**src/rtl/if_id_skid_buffer.sv**
```systemverilog
// IF/ID pipeline register with valid/ready handshake, synchronous flush and an
// optional 2-entry skid that makes the upstream ready a registered signal.
module if_id_skid_buffer #(
    parameter int INSTR_W = 16,
    parameter int PC_W    = 32,
    parameter bit SKID    = 1'b1
) (
    input  logic               clk_i,
    input  logic               rst_i,
    input  logic               flush_i,
    input  logic               in_valid_i,
    output logic               in_ready_o,
    input  logic [INSTR_W-1:0] in_instruction_i,
    input  logic [PC_W-1:0]    in_pc_i,
    input  logic [PC_W-1:0]    in_next_pc_i,
    input  logic               in_bubble_i,
    output logic               out_valid_o,
    input  logic               out_ready_i,
    output logic [INSTR_W-1:0] out_instruction_o,
    output logic [PC_W-1:0]    out_pc_o,
    output logic [PC_W-1:0]    out_next_pc_o,
    output logic               out_bubble_o,
    output logic [1:0]         occupancy_o
);

    localparam int PW = INSTR_W + 2 * PC_W + 1;

    localparam logic [1:0] OCC_EMPTY = 2'd0;
    localparam logic [1:0] OCC_ONE   = 2'd1;
    localparam logic [1:0] OCC_TWO   = 2'd2;

    logic [1:0]    occ_q, occ_d;
    logic [PW-1:0] head_q, head_d;
    logic [PW-1:0] skid_q, skid_d;
    logic [PW-1:0] in_word;
    logic          accept, pop;

    assign in_word = {in_instruction_i, in_pc_i, in_next_pc_i, in_bubble_i};
    assign {out_instruction_o, out_pc_o, out_next_pc_o, out_bubble_o} = head_q;
    assign out_valid_o = (occ_q != OCC_EMPTY);
    assign occupancy_o = occ_q;

    assign accept = in_valid_i & in_ready_o;
    assign pop    = out_valid_o & out_ready_i;

    // The head is kept zeroed whenever it is empty, so the outputs need no masking.
    always_comb begin
        occ_d  = occ_q;
        head_d = head_q;
        skid_d = skid_q;
        if (flush_i) begin
            occ_d  = OCC_EMPTY;
            head_d = '0;
            skid_d = '0;
        end else begin
            case (occ_q)
                OCC_EMPTY: begin
                    if (accept) begin
                        occ_d  = OCC_ONE;
                        head_d = in_word;
                    end
                end
                OCC_ONE: begin
                    if (accept && pop) begin
                        head_d = in_word;
                    end else if (accept && SKID) begin
                        occ_d  = OCC_TWO;
                        skid_d = in_word;
                    end else if (pop) begin
                        occ_d  = OCC_EMPTY;
                        head_d = '0;
                    end
                end
                OCC_TWO: begin
                    if (pop) begin
                        occ_d  = OCC_ONE;
                        head_d = skid_q;
                        skid_d = '0;
                    end
                end
                default: begin
                    occ_d  = OCC_EMPTY;
                    head_d = '0;
                    skid_d = '0;
                end
            endcase
        end
    end

    always_ff @(posedge clk_i) begin
        if (rst_i) begin
            occ_q  <= OCC_EMPTY;
            head_q <= '0;
        end else begin
            occ_q  <= occ_d;
            head_q <= head_d;
        end
    end

    generate
        if (SKID) begin : g_skid
            logic in_ready_q;

            // Ready is precomputed from the next occupancy so fetch never sees a comb path.
            always_ff @(posedge clk_i) begin
                if (rst_i) begin
                    skid_q     <= '0;
                    in_ready_q <= 1'b1;
                end else begin
                    skid_q     <= skid_d;
                    in_ready_q <= (occ_d != OCC_TWO);
                end
            end

            assign in_ready_o = in_ready_q;
        end else begin : g_noskid
            assign skid_q     = '0;
            assign in_ready_o = ~out_valid_o | out_ready_i;
        end
    endgenerate

endmodule

```
**config.mk**
```make
export PLATFORM = sky130hd
export DESIGN_NAME = if_id_skid_buffer
export DESIGN_NICKNAME = d
export VERILOG_FILES = /design/src/rtl/if_id_skid_buffer.sv
export SDC_FILE = /design/constraint.sdc
export NUM_CORES = 1
export LEC_CHECK = 0
export ABC_CLOCK_PERIOD_IN_PS = 2160
export CAP_MARGIN = 20
export CORE_MARGIN = 1
export CORE_UTILIZATION = 50
export DETAILED_ROUTE_END_ITERATION = 8
export PLACE_DENSITY = 0.84
export SLEW_MARGIN = 0
export SYNTH_ARGS = -nofsm -noshare
export SYNTH_HDL_FRONTEND = slang
export SYNTH_SLANG_ARGS = --single-unit
```
**constraint.sdc**
```tcl
create_clock -name clk_i -period 2.16 [get_ports clk_i]
set_clock_uncertainty 0.05 [all_clocks]
set_input_delay 0.648 -clock clk_i [delete_from_list [all_inputs] [get_ports clk_i]]
set_output_delay 0.648 -clock clk_i [all_outputs]
set_load 0.005 [all_outputs]
```
# ---- Yosys cells after proc, flatten, opt, wreduce, memory -nomap -nowiden
# Cells that the tools add are included.
dict set report totals {
  register_bits 165
  output_inout_bits 85
  elab_cells 37
  input_bits 86
}
dict set report classes {
  mux 15
  n_bitwise 3
  n_reduce_logical 6
  n_eq_ne 9
}
# operator count
set op_table {}
lappend op_table {{2-to-1 mux 81 bit} 6}
lappend op_table {{one-hot mux 81 bit (3 select lines)} 2}
lappend op_table {{2-to-1 mux 2 bit} 6}
lappend op_table {{inequality test 2 bit (second input constant)} 5}
lappend op_table {{AND reduction 4 bit} 2}
lappend op_table {{inequality test 3 bit (second input constant)} 2}
lappend op_table {{one-hot mux 2 bit (3 select lines)} 1}
lappend op_table {{AND 1 bit} 2}
lappend op_table {{== test 2 x 1 -> 1 bit (second input constant)} 1}
lappend op_table {{== test 2 bit (second input constant)} 1}
lappend op_table {{zero test 2 bit} 1}
lappend op_table {{nonzero test 2 bit} 1}
lappend op_table {{OR reduction 2 bit} 1}
lappend op_table {{logical AND 1 bit} 1}
lappend op_table {{inverter 1 bit} 1}

# ---- Depth between registers and ports, before layout
# Gate-level depths: netlist of the first run.
dict set report depth {
  depth_word 8
  ltp_mapped 7
  depth_no_buf 4
}

# ---- Least setup slack after synthesis of the first run
# Ideal clock, no wire load.
dict set report synth_path {
  path_kind {reg2out}
  start {reg occ_q[0], in the netlist occupancy_o[0]}
  end {out out_valid_o}
  required_time_ps 1462
  path_slack_ps 308
  path_stages_with_launch 5
  arrival_ps 1154
  cell_sequence {dfxtp_1 -> buf_2 -> buf_2 -> clkbuf_1 -> or2_2}
}
dict set report synth_between {
  elab_chain_cells 1
}
# element line
set synth_rtl {}
lappend synth_rtl {{start: declaration} 32} ;# logic [1:0] occ_q, occ_d;
lappend synth_rtl {{start signal: assignment} 92} ;# occ_q <= OCC_EMPTY;
lappend synth_rtl {{start signal: assignment} 95} ;# occ_q <= occ_d;
lappend synth_rtl {{nonzero test 2 bit} 40} ;# assign out_valid_o = (occ_q != OCC_EMPTY);
lappend synth_rtl {{end: declaration} 17} ;# output logic out_valid_o,
# Every way passes these cells.

# ---- Final worst setup path of the first run
dict set report layout_path {
  start {reg g_skid.in_ready_q, in the netlist in_ready_o}
  end {out in_ready_o}
}
# element line
set layout_lines {}
lappend layout_lines {{start: declaration} 102} ;# logic in_ready_q;
lappend layout_lines {{start signal: assignment} 111} ;# in_ready_q <= (occ_d != OCC_TWO);
lappend layout_lines {{end: declaration} 12} ;# output logic in_ready_o,
# No word-level cell between the ends.

==> results.txt, run 1 <==
The post-synthesis average cell area is 9.56 sq um, and the achievable clock frequency is 471 MHz. The biggest area contributor in the post-synthesis netlist is sky130_fd_sc_hd__dfxtp_1. TritonCTS built the clock tree.

The area of the mapped netlist was 0.00801 sq mm. The per-cell via count in the routed design was 5.67; the die boundary height was 129 um. In this design, the largest share of critical-path delay is due to buffers and inverters. The final global-route overflow total is 0, and the initial cell density of the core is 0.519.

The logs give 12,600 um for the final HPWL from detailed placement and 17 for the number of clock buffers inserted by TritonCTS. The remaining max-slew budget at the tightest pin is 0.659, and the total power per unit cell area is 702 mW/mm^2. The tree is rooted in a sky130_fd_sc_hd__clkbuf_16. Across all hold checks on the routed design, the worst slack comes to 0.443 ns. For the pin with the worst max-slew slack, the measured transition is 0.511 ns.

The share of synthesized cell area in full adder, half adder and majority cells was 0; the share of synthesized area spent on multiplexers was 0.204. After the first detailed-routing iteration, the DRC count stood at 474. The routed design could run at a clock period as short as 2.12 ns.

The fraction of the yosys area taken by sequential cells was 0.412; the largest net degree at the start of global routing was 69. The combinational family with the most area after synthesis is multiplexers. The layout cell share with drive strength beyond 1 came out at 0.0661. The floorplan has 45 rows. The critical-path cell with the highest stage delay is sky130_fd_sc_hd__clkdlybuf4s50_1.

Buffers inserted to repair hold after CTS numbered 0. Counting every instance in the synthesized netlist gives 838. Final worst-path cycle share: 0.983. Worst-case vdd ir drop: 0.576 mV. The floorplan core area was 0.0154 sq mm; the setup violation total in the final timing report was 0.

Synthesis produced a netlist with a net count of 924. The total DRC errors in the routed layout is 0, and the count of clock tree sinks is 165. The fraction of the mapped netlist area in compound gates is 0.171, and the synthesized flop and latch total is 165. At the worst endpoint, the required time is 1.46 ns. 171 I/O pins were placed. Timing startpoint of the critical path: in_ready_o$_SDFF_PP1_. The netlist uses 26 different library cells. The initial antenna violation count was 0. By startpoint and endpoint, the worst setup path is classified as flip-flop to output port.

The critical path goes through clkdlybuf4s50_1. The count of pins over their slew limit was 0. In this run the most critical hold path is launched from skid_q[55]$_SDFFE_PP0P_. The finished layout holds 1,195 standard cells, fillers aside.

In this run the static leakage power is 3.56 nW. Yosys printed 0 warnings. The repair_antennas step left the layout with diodes totalling 0.

The tools report the data arrival time of the worst path as 1.43 ns. By area the synthesized netlist is led by sky130_fd_sc_hd__dfxtp_1 41%, sky130_fd_sc_hd__mux2i_1 20%, sky130_fd_sc_hd__o2bb2ai_1 8.9%. The hold violation total from the final report is 0.

The synthesized-area fraction occupied by xor and xnor cells works out to 0. The category of the worst setup path launch point is a flip-flop. The H-tree generated during clock tree synthesis spans 4 levels. Across the run, the number of max-cap violations was 0. The fraction of the mapped netlist area in simple logic gates was 0.151; the wire length of the first global-routing pass was 31,900 um. Width of the chip: 129 um. Leaving out fill and tap cells, the most frequent cells in the layout are 169 x sky130_fd_sc_hd__clkdlybuf4s50_1, 164 x sky130_fd_sc_hd__nor2_1, 163 x sky130_fd_sc_hd__mux2i_1, 163 x sky130_fd_sc_hd__dfxtp_1. The weighted congestion reported at the end of routability-driven placement came out at 0.778. Endpoint type of the worst setup path: an output port. The stage delay of the slowest cell on the critical path works out to 0.58 ns.

Most frequent standard cell in the layout excluding fill and tap cells: sky130_fd_sc_hd__clkdlybuf4s50_1. The total routed wirelength was 20,300 um. Setup repair after global routing left no endpoint under its margin.

Clock-pin slew was measured on the worst setup and hold paths at 0.06 ns. The flow ran to the end, and the final reports show no timing, DRC or antenna violations. During placement, the flow inserted port buffers numbering 170. The number of buffers and inverters on the critical path was 1. After the last flow step, the layout net total stands at 1,058. The overall routing resource usage is 0.245. The count of nets left with antenna violations once routing finished came out at 0. In the final routed layout, each cell accounts on average for 17.0 um. In this run the worst path has a maximum fanout of 6. Total via count in the routed design: 6,776. Counting along the longest clock path gives a buffer depth of 2. The area share of the largest cell type after synthesis is 0.412, and the die area is 0.0165 sq mm.

The detailed-routing iteration count for the pre-antenna-repair pass is 5, and the via count of the first global-routing pass is 6,414. The tools report the reg-to-reg startpoint as occupancy_o[1]$_SDFF_PP0_. The tools report the clock latency at the later pin of the worst-skew pair as 0.43 ns.

The worst hold path belongs to the class flip-flop to flip-flop. After detailed placement, the design holds a cell count of 1,164. The area growth from synthesis to final layout works out to 30.7%.
## path summary, 6_finish.rpt
check	endpoint	slack [ns]	depth (start not counted)
worst max register to register	head_q[60]$_SDFFE_PP0P_	0.28	6
worst min-delay path	skid_q[55]$_SDFFE_PP0P_	0.44	2
worst min register to register	skid_q[55]$_SDFFE_PP0P_	0.44	2
worst max-delay path	in_ready_o	0.04	1
## where the power goes
group	internal [mW]	total (mW)	switching, mW
sequential	3.11	3.15	0.0411
clock	1.91	3.13	1.23
combinational	0.541	1.06	0.522
total	5.56	7.35	1.79
## sequential cells by signal, indices dropped and copies added (netlist names)
register     cells
occupancy_o      2
in_ready_o       1
skid_q          81
head_q          81
## worst reg2reg max path, delay by kind of cell (launching register included)
family	cells	cell delay, ns
AO/OA/AOI/OAI	2	0.28
buffers and inverters	2	0.72
flip-flops	1	0.42
AND/OR/NAND/NOR	2	0.35
## area by class of cell
type | count | area [sq um]
Fill cell | 1208 | 4960
Multi-Input combinational cell | 590 | 4240
Sequential cell | 165 | 3310
Timing Repair Buffer | 198 | 2050
Clock buffer | 23 | 479
Tap cell | 211 | 264
Clock inverter | 8 | 123
## routing by layer
layer  share of wire  GRT usage  vias to the layer above  wire, um
met5               0          0                        -         0
met4           0.026      0.108                        0       521
met3           0.055     0.0536                       35      1110
met2            0.48      0.411                      192      9690
met1            0.44      0.303                     3291      9020
li1                -          -                     3258         -
## cell usage after synthesis
| cell type | count |
|---|---|
| sky130_fd_sc_hd__clkbuf_1 | 32 |
| sky130_fd_sc_hd__buf_2 | 14 |
| sky130_fd_sc_hd__o2bb2ai_1 | 81 |
| sky130_fd_sc_hd__buf_1 | 3 |
| sky130_fd_sc_hd__nand2_1 | 1 |
| sky130_fd_sc_hd__buf_4 | 24 |
| sky130_fd_sc_hd__nor2_1 | 164 |
| sky130_fd_sc_hd__and4b_1 | 1 |
| sky130_fd_sc_hd__o21ba_2 | 1 |
| sky130_fd_sc_hd__o211ai_2 | 1 |
| sky130_fd_sc_hd__and3b_1 | 1 |
| sky130_fd_sc_hd__a22o_1 | 1 |
| sky130_fd_sc_hd__nand3_1 | 1 |
| sky130_fd_sc_hd__and2_1 | 81 |
| sky130_fd_sc_hd__nor3_1 | 1 |
| sky130_fd_sc_hd__dfxtp_1 | 165 |
| sky130_fd_sc_hd__or2_2 | 2 |
| sky130_fd_sc_hd__a22oi_1 | 81 |
| sky130_fd_sc_hd__mux2i_1 | 163 |
| sky130_fd_sc_hd__o21ai_0 | 1 |
| sky130_fd_sc_hd__a21oi_1 | 2 |
| sky130_fd_sc_hd__or3_1 | 1 |
| sky130_fd_sc_hd__o22a_1 | 1 |
| sky130_fd_sc_hd__nor2b_1 | 1 |
| sky130_fd_sc_hd__nand3b_1 | 4 |
| sky130_fd_sc_hd__buf_6 | 10 |
## per-stage QoR
stage	TNS [ns]	power, mW	cell area [sq um]	util	worst slack (ns)
floorplan	0	3.81	8010	-	0.308
global placement	-12.05	4.26	9870	0.640	-0.106
detailed placement	-16.64	4.27	9870	0.640	-0.167
CTS	0	7.38	10500	0.679	0.0290
global route	0	7.60	10500	0.679	0.00533
finish	0	7.35	10500	0.679	0.0364
## cell families after synthesis
family          after synthesis
buf+inv                      83
simple gates                258
flops                       165
compound gates              169
mux                         163
## what timing repair did
item                                    4_1_cts  5_1_grt
hold endpoints to repair                      0        0
setup buffers                                 0        0
endpoints found under the setup margin        1        0
gates resized for setup                       1        0
Power figures use the tool's default switching activity.
==> run 2: changes to the inputs <==
--- a/config.mk
+++ b/config.mk
@@ -10,7 +10,7 @@
 export CORE_MARGIN = 1
 export CORE_UTILIZATION = 50
 export DETAILED_ROUTE_END_ITERATION = 8
-export PLACE_DENSITY = 0.84
+export PLACE_DENSITY = 0.89
 export SLEW_MARGIN = 0
 export SYNTH_ARGS = -nofsm -noshare
 export SYNTH_HDL_FRONTEND = slang
==> run 2 against run 1 <==
Against the previous run: non-clock buffer count up 7; fmax up 2.4%; register-to-register slack better by 0.03 ns; global-route usage up 1.1 points; count of clock-buffer cells in the layout up 1; sequential share of layout area down 0.12 points; die area unchanged; wire length up 0.77%; final area up 0.39%; clock power down 4%; sequential cell count unchanged.
==> results.txt, run 2 (synthesis gave the netlist of run 1 again) <==
Count of pins over their slew limit: 0 (unchanged). Endpoint type of the worst setup path: an output port (unchanged). Most frequent standard cell in the layout excluding fill and tap cells: sky130_fd_sc_hd__clkdlybuf4s50_1 (unchanged). The slew at the pin with the worst max-slew slack came out at 0.503 ns (was 0.511 ns). The buffer levels on the longest clock path was 2 (unchanged).

Total via count in the routed design: 6,817 (was 6,776). The number of inserted filler cells in the final layout is 1,199 (was 1,208). Count of clock tree sinks: 165 (unchanged).

The run gives 6,630 (was 6,414) as the via count of the first global-routing pass. Setup repair after global routing left no endpoint under its margin. The logs give 0 ns (unchanged) for the post-route setup TNS and 0 (unchanged) for the setup violation total in the final timing report. The critical path required time was 1.46 ns (about the same). The reg-to-reg startpoint is occupancy_o[1]$_SDFF_PP0_ (unchanged).

The per-cell via count in the routed design works out to 5.67 (about the same). The remaining max-slew budget at the tightest pin was 0.665 (was 0.659); the largest net degree at the start of global routing was 52 (was 69). The final period demand of the worst path was 2.07 ns (was 2.12 ns). The net count reported at finish was 1,065 (was 1,058); the die boundary height was 129 um (unchanged). The total power per unit cell area was 689 mW/mm^2 (was 702 mW/mm^2); the initial antenna violation count was 0 (unchanged).

The total routed wirelength is 20,500 um (was 20,300 um). The worst-case vdd ir drop is 0.526 mV (was 0.576 mV). The run finished with clean final reports. The top fanout value on the critical path came out at 10 (was 6).

The final HPWL from detailed placement is 13,100 um (was 12,600 um), and the overall routing resource usage is 0.256 (was 0.245). The initial cell density of the core is 0.519 (unchanged), and the final worst-path cycle share is 0.960 (was 0.983). The weighted congestion reported at the end of routability-driven placement is 0.759 (was 0.778). The tools report the CTS H-tree depth as 4 (unchanged).

The I/O pin count was 171 (unchanged). The detailed-routing iteration count for the pre-antenna-repair pass was 5 (unchanged). The clock latency at the later pin of the worst-skew pair is 0.43 ns (about the same). The critical path class is flip-flop to output port (unchanged). The tools report the number of hold buffers added after CTS as 0 (unchanged). The placement-stage worst setup slack is -0.185 ns (was -0.167 ns), and the layout cell share with drive strength beyond 1 is 0.0736 (was 0.0661). The type of the most critical hold path is flip-flop to flip-flop (unchanged). Static leakage power: 3.61 nW (was 3.56 nW). The residual antenna-violating net count after detailed routing is 0 (unchanged).

TritonCTS built the clock tree. The area growth from synthesis to final layout was 31.2% (was 30.7%); the end-of-flow core utilization was 0.681 (was 0.679). The final global-route overflow total is 0 (unchanged), and the final worst-path setup slack is 0.0862 ns (was 0.0364 ns). Hold violation total from the final report: 0 (unchanged). The category of the worst setup path launch point is a flip-flop (unchanged). The register clock-pin slew on the reported worst setup and hold paths works out to 0.06 ns (about the same). The die area is 0.0165 sq mm (unchanged).

The detail-routed net length per standard cell is 17.0 um (about the same), and the number of placement rows is 45 (unchanged). The tools report the number of clock buffers inserted by TritonCTS as 17 (unchanged). The run gives 0 (unchanged) as the count of inserted antenna diode cells. Root buffer cell: sky130_fd_sc_hd__clkbuf_16 (unchanged). The reg2reg setup slack was 0.31 ns (was 0.28 ns); the data arrival time of the worst path was 1.38 ns (was 1.43 ns).

The achievable clock frequency was 482 MHz (was 471 MHz). The max-capacitance violation count is 0 (unchanged), and the count of input and output buffers is 170 (unchanged). The timing startpoint of the critical path was occupancy_o[1]$_SDFF_PP0_ (was in_ready_o$_SDFF_PP1_). Launch point of the worst hold path: skid_q[79]$_SDFFE_PP0P_ (was skid_q[55]$_SDFFE_PP0P_). The width of the chip is 129 um (unchanged). The number of buffers inserted to repair setup after CTS was 0 (unchanged); the total DRC errors in the routed layout was 0 (unchanged).

The tools report the number of design-rule violations left by the first detailed-router iteration as 448 (was 474). The run gives 33,200 um (was 31,900 um) as the wire length of the first global-routing pass. The floorplan core area was 0.0154 sq mm (unchanged). Most frequent cells in the layout: 167 x sky130_fd_sc_hd__clkdlybuf4s50_1, 164 x sky130_fd_sc_hd__nor2_1, 163 x sky130_fd_sc_hd__mux2i_1, 163 x sky130_fd_sc_hd__dfxtp_1 (was 169 x sky130_fd_sc_hd__clkdlybuf4s50_1, 164 x sky130_fd_sc_hd__nor2_1, 163 x sky130_fd_sc_hd__mux2i_1, 163 x sky130_fd_sc_hd__dfxtp_1).
## run 2: cell types whose count changed in the layout (fill, tap and decap cells not counted)
| cell | before | now |
|---|---|---|
| sky130_fd_sc_hd__dlygate4sd2_1 | 1 | 2 |
| sky130_fd_sc_hd__dlymetal6s2s_1 | 0 | 1 |
| sky130_fd_sc_hd__buf_4 | 17 | 24 |
| sky130_fd_sc_hd__clkbuf_8 | 1 | 2 |
| sky130_fd_sc_hd__clkinv_2 | 2 | 4 |
| sky130_fd_sc_hd__clkinv_4 | 0 | 1 |
| sky130_fd_sc_hd__clkdlybuf4s50_1 | 169 | 167 |
| sky130_fd_sc_hd__bufinv_16 | 3 | 2 |
| sky130_fd_sc_hd__clkinvlp_4 | 3 | 1 |
## run 2: timing repair
action                                  CTS  global route
resized for setup                         5             1
cloned                                    0             0
endpoints found under the setup margin    2             1
## run 2: routing by layer
| metal | vias to the layer above | wire length [um] | share of wire | GRT usage |
|---|---|---|---|---|
| met5 | - | 0 | 0 | 0 |
| met4 | 0 | 437 | 0.021 | 0.100 |
| met3 | 33 | 1170 | 0.057 | 0.0699 |
| met2 | 225 | 9910 | 0.48 | 0.435 |
| met1 | 3281 | 8980 | 0.44 | 0.308 |
| li1 | 3278 | - | - | - |
## run 2: worst paths after layout
path / endpoint / cells after the start
setup / recovery: out_valid_o / 2
hold / removal: skid_q[79]$_SDFFE_PP0P_ / 2
setup reg to reg: skid_q[43]$_SDFFE_PP0P_ / 6
hold reg to reg: skid_q[79]$_SDFFE_PP0P_ / 2
## run 2: final cells by class
type,count,area (sq um),area share
multi-input combinational,590,4240,0.404
sequential,165,3310,0.315
timing repair buffer,205,2100,0.200
clock buffer,24,493,0.0469
tap,211,264,0.0251
clock inverter,8,96.3,0.00917
## run 2: worst max-delay path: stages (launching register included)
cell and delay, ns:
sky130_fd_sc_hd__dfxtp_4 0.38, sky130_fd_sc_hd__or2_2 0.28, sky130_fd_sc_hd__dlygate4sd2_1 0.29
## run 2: where the power goes
part / total [mW] / internal (mW) / switching, mW / leakage [nW]
clock: 3.02 / 1.83 / 1.19 / 0.289
combinational: 1.08 / 0.549 / 0.527 / 1.98
sequential: 3.15 / 3.11 / 0.0406 / 1.34
total: 7.24 / 5.48 / 1.76 / 3.61
## run 2: stage by stage
step	instance area [sq um]	power, mW	hold WS (ns)	instances
after floorplan	8010	3.81	0.410	838
after global placement	9910	4.26	0.421	1171
after detailed placement	9910	4.28	0.430	1171
after CTS	10500	7.30	0.447	1203
after global routing	10500	7.52	0.465	1203
final	10500	7.24	0.443	1203
==> run 3: changes to the inputs <==
--- a/config.mk
+++ b/config.mk
@@ -11,7 +11,7 @@
 export CORE_UTILIZATION = 50
 export DETAILED_ROUTE_END_ITERATION = 8
 export PLACE_DENSITY = 0.89
-export SLEW_MARGIN = 0
+export SLEW_MARGIN = 20
 export SYNTH_ARGS = -nofsm -noshare
 export SYNTH_HDL_FRONTEND = slang
 export SYNTH_SLANG_ARGS = --single-unit
==> results of run 3 <==
Same layout as run 2: the final DEF is identical, and so are final timing and power.
